$ cat src/rtl/ks_sum_accumulator.sv
// Accumulates a programmed number of 5-bit {carry,sum} beats from an upstream
// 4-bit adder and presents the total with a sticky overflow flag.
module ks_sum_accumulator #(
  parameter int ACC_W = 8
) (
  input  logic             clk,
  input  logic             rst,
  input  logic             start,
  input  logic [3:0]       len,
  input  logic             abort,
  input  logic             in_valid,
  input  logic [3:0]       in_sum,
  input  logic             in_cout,
  output logic             in_ready,
  output logic             out_valid,
  input  logic             out_ready,
  output logic [ACC_W-1:0] out_acc,
  output logic             out_ovf,
  output logic             busy
);

  typedef enum logic [1:0] {
    IDLE  = 2'd0,
    ACCUM = 2'd1,
    DONE  = 2'd2
  } state_e;

  state_e           state_q, state_d;
  logic [ACC_W-1:0] acc_q, acc_d;
  logic [4:0]       cnt_q, cnt_d;
  logic             ovf_q, ovf_d;
  logic [ACC_W:0]   sum_ext;

  // One extra bit catches the carry out of the accumulator MSB.
  assign sum_ext = {1'b0, acc_q} + (ACC_W+1)'({in_cout, in_sum});

  always_comb begin
    state_d = state_q;
    acc_d   = acc_q;
    cnt_d   = cnt_q;
    ovf_d   = ovf_q;
    case (state_q)
      IDLE: begin
        if (start && !abort) begin
          acc_d   = '0;
          ovf_d   = 1'b0;
          cnt_d   = (len == 4'd0) ? 5'd16 : {1'b0, len};
          state_d = ACCUM;
        end
      end
      ACCUM: begin
        // Abort freezes the partial total rather than folding in a last beat.
        if (in_valid && !abort) begin
          acc_d = sum_ext[ACC_W-1:0];
          ovf_d = ovf_q | sum_ext[ACC_W];
          cnt_d = cnt_q - 5'd1;
          if (cnt_q == 5'd1) state_d = DONE;
        end
      end
      DONE: begin
        if (out_ready) state_d = IDLE;
      end
      default: state_d = IDLE;
    endcase
    if (abort) state_d = IDLE;
  end

  always_ff @(posedge clk or posedge rst) begin
    if (rst) begin
      state_q <= IDLE;
      acc_q   <= '0;
      cnt_q   <= '0;
      ovf_q   <= 1'b0;
    end else begin
      state_q <= state_d;
      acc_q   <= acc_d;
      cnt_q   <= cnt_d;
      ovf_q   <= ovf_d;
    end
  end

  assign in_ready  = (state_q == ACCUM);
  assign out_valid = (state_q == DONE);
  assign busy      = (state_q != IDLE);
  assign out_acc   = acc_q;
  assign out_ovf   = ovf_q;

endmodule

$ cat config.mk
export PLATFORM = sky130hd
export DESIGN_NAME = ks_sum_accumulator
export DESIGN_NICKNAME = d
export VERILOG_FILES = /design/src/rtl/ks_sum_accumulator.sv
export SDC_FILE = /design/constraint.sdc
export NUM_CORES = 1
export LEC_CHECK = 0
export ABC_AREA = 1
export CORE_MARGIN = 2
export CORE_UTILIZATION = 45
export CTS_CLUSTER_SIZE = 20
export DETAILED_ROUTE_END_ITERATION = 12
export GPL_TIMING_DRIVEN = 0
export PLACE_DENSITY = 0.73
export REMOVE_ABC_BUFFERS = 1
export SYNTH_ARGS = -nofsm -noshare
export SYNTH_HDL_FRONTEND = slang
export SYNTH_SLANG_ARGS = --single-unit
$ cat constraint.sdc
create_clock -name clk -period 2.1 [get_ports clk]
set_clock_uncertainty 0.2 [all_clocks]
set_input_delay 0.21 -clock clk [delete_from_list [all_inputs] [get_ports clk]]
set_output_delay 0.21 -clock clk [all_outputs]
set_load 0.05 [all_outputs]
Word level (Yosys, flattened, before mapping). Cells that the tools add are included.

Flip-flop bits (word level): 16. Output and inout port bits: 12. Word-level logic and storage cells: 41.

Add/sub/neg operators: 2. Equality and inequality tests: 9. Multiplexer cells: 16. Bitwise logic cells: 1. Reduce and logical (&&, ||, !) cells: 9.

Operators by type and width (number): two-way mux 8 bit (2); one-hot mux 8 bit (2 select lines) (1); two-way mux 5 bit (3); two-way mux 2 bit (5); one-hot mux 5 bit (2 select lines) (1); adder 8 x 5 -> 9 bit (1); != test 3 x 2 -> 1 bit, second input constant (3); one-hot mux 2 bit (3 select lines) (1); equality test 5 x 1 -> 1 bit, second input constant (1); subtractor 5 x 1 -> 5 bit, second input constant (1); logical NOT 4 bit (1); AND reduction 4 bit (1); nonzero test 2 bit (2); != test 3 bit, second input constant (1); AND reduction 3 bit (1); equality test 2 x 1 -> 1 bit, second input constant (1); equality test 2 bit, second input constant (1); logical AND 1 bit (2); logical NOT 2 bit (1); two-way mux 1 bit (2); != test 2 x 1 -> 1 bit, second input constant (1); != test 2 bit, second input constant (1); one-hot mux 1 bit (2 select lines) (1); logical NOT 1 bit (1); bitwise OR 1 bit (1).

Longest topological paths before layout.
Depth in word-level cells: 5. Mapped depth: 9.

Worst setup path before layout. OpenSTA, ideal clock, no wires.

Path kind: reg2reg. From: register acc_q[0] (netlist: out_acc[0]). To: register acc_q[6] (netlist: out_acc[6]). Arrival time: 1700 ps. Path slack: 79 ps. Cell stages (with the launch flop): 9. Path buffers: 0. Period minus slack after synthesis: 2021 ps. Cells stage by stage: dfrtp_1 -> ha_1 -> fa_1 -> nand2_1 -> nand3_1 -> nand3_1 -> nand2_1 -> a21oi_1 -> nor2_1.

Cells in the longest elaborated chain, start to end: 3.

Ends and longest elaborated chain: start: declaration (RTL line 29) `logic [ACC_W-1:0] acc_q, acc_d;`; start signal: assignment (RTL line 71) `acc_q <= '0;`; start signal: assignment (RTL line 76) `acc_q <= acc_d;`; adder 8 x 5 -> 9 bit (RTL line 35) `assign sum_ext = {1'b0, acc_q} + (ACC_W+1)'({in_cout, in_sum});`; two-way mux 8 bit (RTL line 53) `if (in_valid && !abort) begin`; one-hot mux 8 bit (2 select lines) (RTL line 42) `case (state_q)`.

No other way between the ends. The select of a mux whose other input is x is not followed. A chain may end at the register's enable or synchronous reset.

Final worst setup path.
From: register acc_q[5] (netlist: out_acc[5]). To: output out_acc[5].

RTL lines: end: declaration (RTL line 17) `output logic [ACC_W-1:0] out_acc,`.

No word-level cell between the ends.

==> results.toml <==
[synth]
synth_top_area_frac = 0.369
ys_ff_latch = 16
yosysWarnings = 0
synth_seq_area_share = 0.369
synth_cells = 136
synth.avg_cell_area_sq_um = 7.99
synth_top_cells_by_area = "dfrtp_1 37%, nand2_1 13%, ha_1 8.1%"
synth_cell_types = 24
synth_area_sq_um = 1090
synth_area_leader_cell = "dfrtp_1"

[finish]
fin_area_sq_um = 1400
layout-drive-gt1-share = 0.0788
layout_common_cells = "39 x nand2_1, 23 x clkdlybuf4s50_1, 18 x inv_1"
mostFrequentLayoutCell = "nand2_1"
final-seq-area_sq_um = 400
layout.nets = 189
area_delta_synth_final_pct = 29.1
multi_input_area_sq_um = 599
fillers = 204
antenna_cells = 0
stdcell_count = 193
fin_util = 0.622

[grt]
track_usage = 0.204
overflow = 0
grt_max_degree = 17
grt_pass1_vias = 939
grt_pass1_wl_mm = 4.04
antenna_found_initial = 0

[die]
placementRows = 17
io_pins = 27
die_h_microns = 53.1
dieArea_sq_um = 2820
die_w_microns = 53.1
core-area_sq_um = 2250
initial_utilization = 0.482

[timing]
hold_viol_final = 0
rsz0062_at_grt = "no"
setup_violations = 0
worst_pin_slew_ns = 0.632
period_needed_ns = 2.00
layout_worst_path_cycle_share = 0.951
worst_slack_ns = 0.103
relSlewSlack = 0.578
slew_violations = 0
fmax_ghz = 0.501

[drt]
wirelength_met1_mm = 1.14
via_per_inst = 5.05
met2_length_mm = 1.12
wl_met3_microns = 95
avgRoutedWirePerCell_microns = 12.4
drt_pass1_iterations = 4
wl_mm = 2.40
drcViolationCount = 0
first_iter_violations = 18
postRouteAntennaNets = 0
routed.top_layer = "met4"
vias = 974

[min_path]
hold_class = "primary input to async pin"

[worst_setup_path]
critPathBufInv = 1
crit_chain = "clkdlybuf4s50_1"
r2r-start = "out_acc[0]"
cp_top_family = "buffers and inverters"
reg2reg_to = "out_acc[6]"
slowest_stage = "clkdlybuf4s50_1"
ff2ff_path_depth = 8
path_class = "flop to output port"
slowest_delay_ns = 0.84
endpoint_kind = "output port"
cp.required_ns = 1.69
arrival_ns = 1.59
start_kind = "flop"
r2r_slack_ns = 0.21
path_max_fanout = 6

[power]
intPower_mw = 0.762
power.share.switching = 0.459
combPwrFrac = 0.508
p_sw_mw = 0.647
pwr-share-clk = 0.151
irDropWorstVdd_mv = 0.588
cellPowerDensity_nw_per_um2 = 1000
p_seq_frac = 0.341
p_leak_nw = 0.708

[clocking]
clkSinkCount = 16
worstSkewPairLatency_ns = 0.29
cts-htree-levels = 1
cts-root-buf = "clkbuf_4"
clkTransAtPathRegs_ns = 0.10
clk_path_buf_depth = 2
hold_buffers = 0
cts_made_buffers = 3
cts_tree = "yes"

[placement]
gp_congestion = 0.826
dpl.cell_count = 189
placed_cell_area_sq_um = 1370
port_buffers = 26
place_ws_ns = -0.00178
dp_hpwl_mm = 1.86

[run_status]
status = "finished clean"

[job]
drv_cap = 0
[area by class of cell]
class | instances | area share
Multi-Input combinational cell | 99 | 0.427
Sequential cell | 16 | 0.285
Timing Repair Buffer | 26 | 0.183
Inverter | 20 | 0.0535
Clock buffer | 4 | 0.0259
Tap cell | 28 | 0.0250
[power groups by stage]
stage / logic [mW] / registers [mW] / clock network [mW]
after floorplan: 0.391 / 0.600 / 0
after global placement: 0.703 / 0.479 / 0
after detailed placement: 0.726 / 0.483 / 0
after CTS: 0.721 / 0.479 / 0.217
after global routing: 0.794 / 0.492 / 0.233
final: 0.717 / 0.480 / 0.213
[cells by family (layout without fill, tap and decap cells)]
family / after synthesis / in the layout / share of synthesized area
simple gates: 69 / 69 / 0.325
buf+inv: 21 / 50 / 0.0795
compound gates: 18 / 18 / 0.0956
flops: 16 / 16 / 0.369
fa+ha+maj: 8 / 8 / 0.0991
xor+xnor: 4 / 4 / 0.0323
[registers in the layout (all words and copies together), names as in the netlist]
register	flops
cnt_q	5
out_acc	8
out_ovf	1
state_q	2
[stage by stage]
stage               hold WS (ns)  TNS (ns)  total power [mW]
floorplan                -0.0763         0             0.991
global placement           0.266         0              1.18
detailed placement         0.281  -0.00178              1.21
CTS                        0.114         0              1.42
global route               0.143         0              1.52
finish                    0.0882         0              1.41
[per-layer routing]
layer | GRT usage | vias up
li1 | - | 501
met1 | 0.257 | 447
met2 | 0.329 | 22
met3 | 0.0452 | 4
met4 | 0.0983 | 0
met5 | 0 | -
[synth_stat cells]
master / count
nand2_1: 39
inv_1: 18
dfrtp_1: 16
nor2_1: 10
nand3_1: 9
a21oi_1: 8
ha_1: 7
o21ai_0: 6
nand3_2: 3
a22o_1: 2
inv_2: 2
nor3_1: 2
xnor2_1: 2
xor2_1: 2
buf_6: 1
fa_1: 1
nand2_4: 1
nand3_4: 1
nand3b_1: 1
nand4_1: 1
nand4_4: 1
nor2_8: 1
o211ai_1: 1
o221ai_1: 1
[worst max-delay path by stage]
stage                       to       start  cells after the start
finish              out_acc[5]  out_acc[5]                      1
global route        out_acc[5]  out_acc[5]                      1
CTS                 out_acc[5]  out_acc[5]                      1
detailed placement  out_acc[6]   in_sum[0]                      9
global placement    out_acc[6]   in_sum[0]                      9
floorplan           out_acc[6]  out_acc[0]                      8
[timing repair]
| action | in CTS | in global routing |
|---|---|---|
| setup buffers | 0 | 0 |
| resized for setup | 3 | 0 |
| setup endpoints to repair | 3 | 0 |
Power figures use the tool's default switching activity.
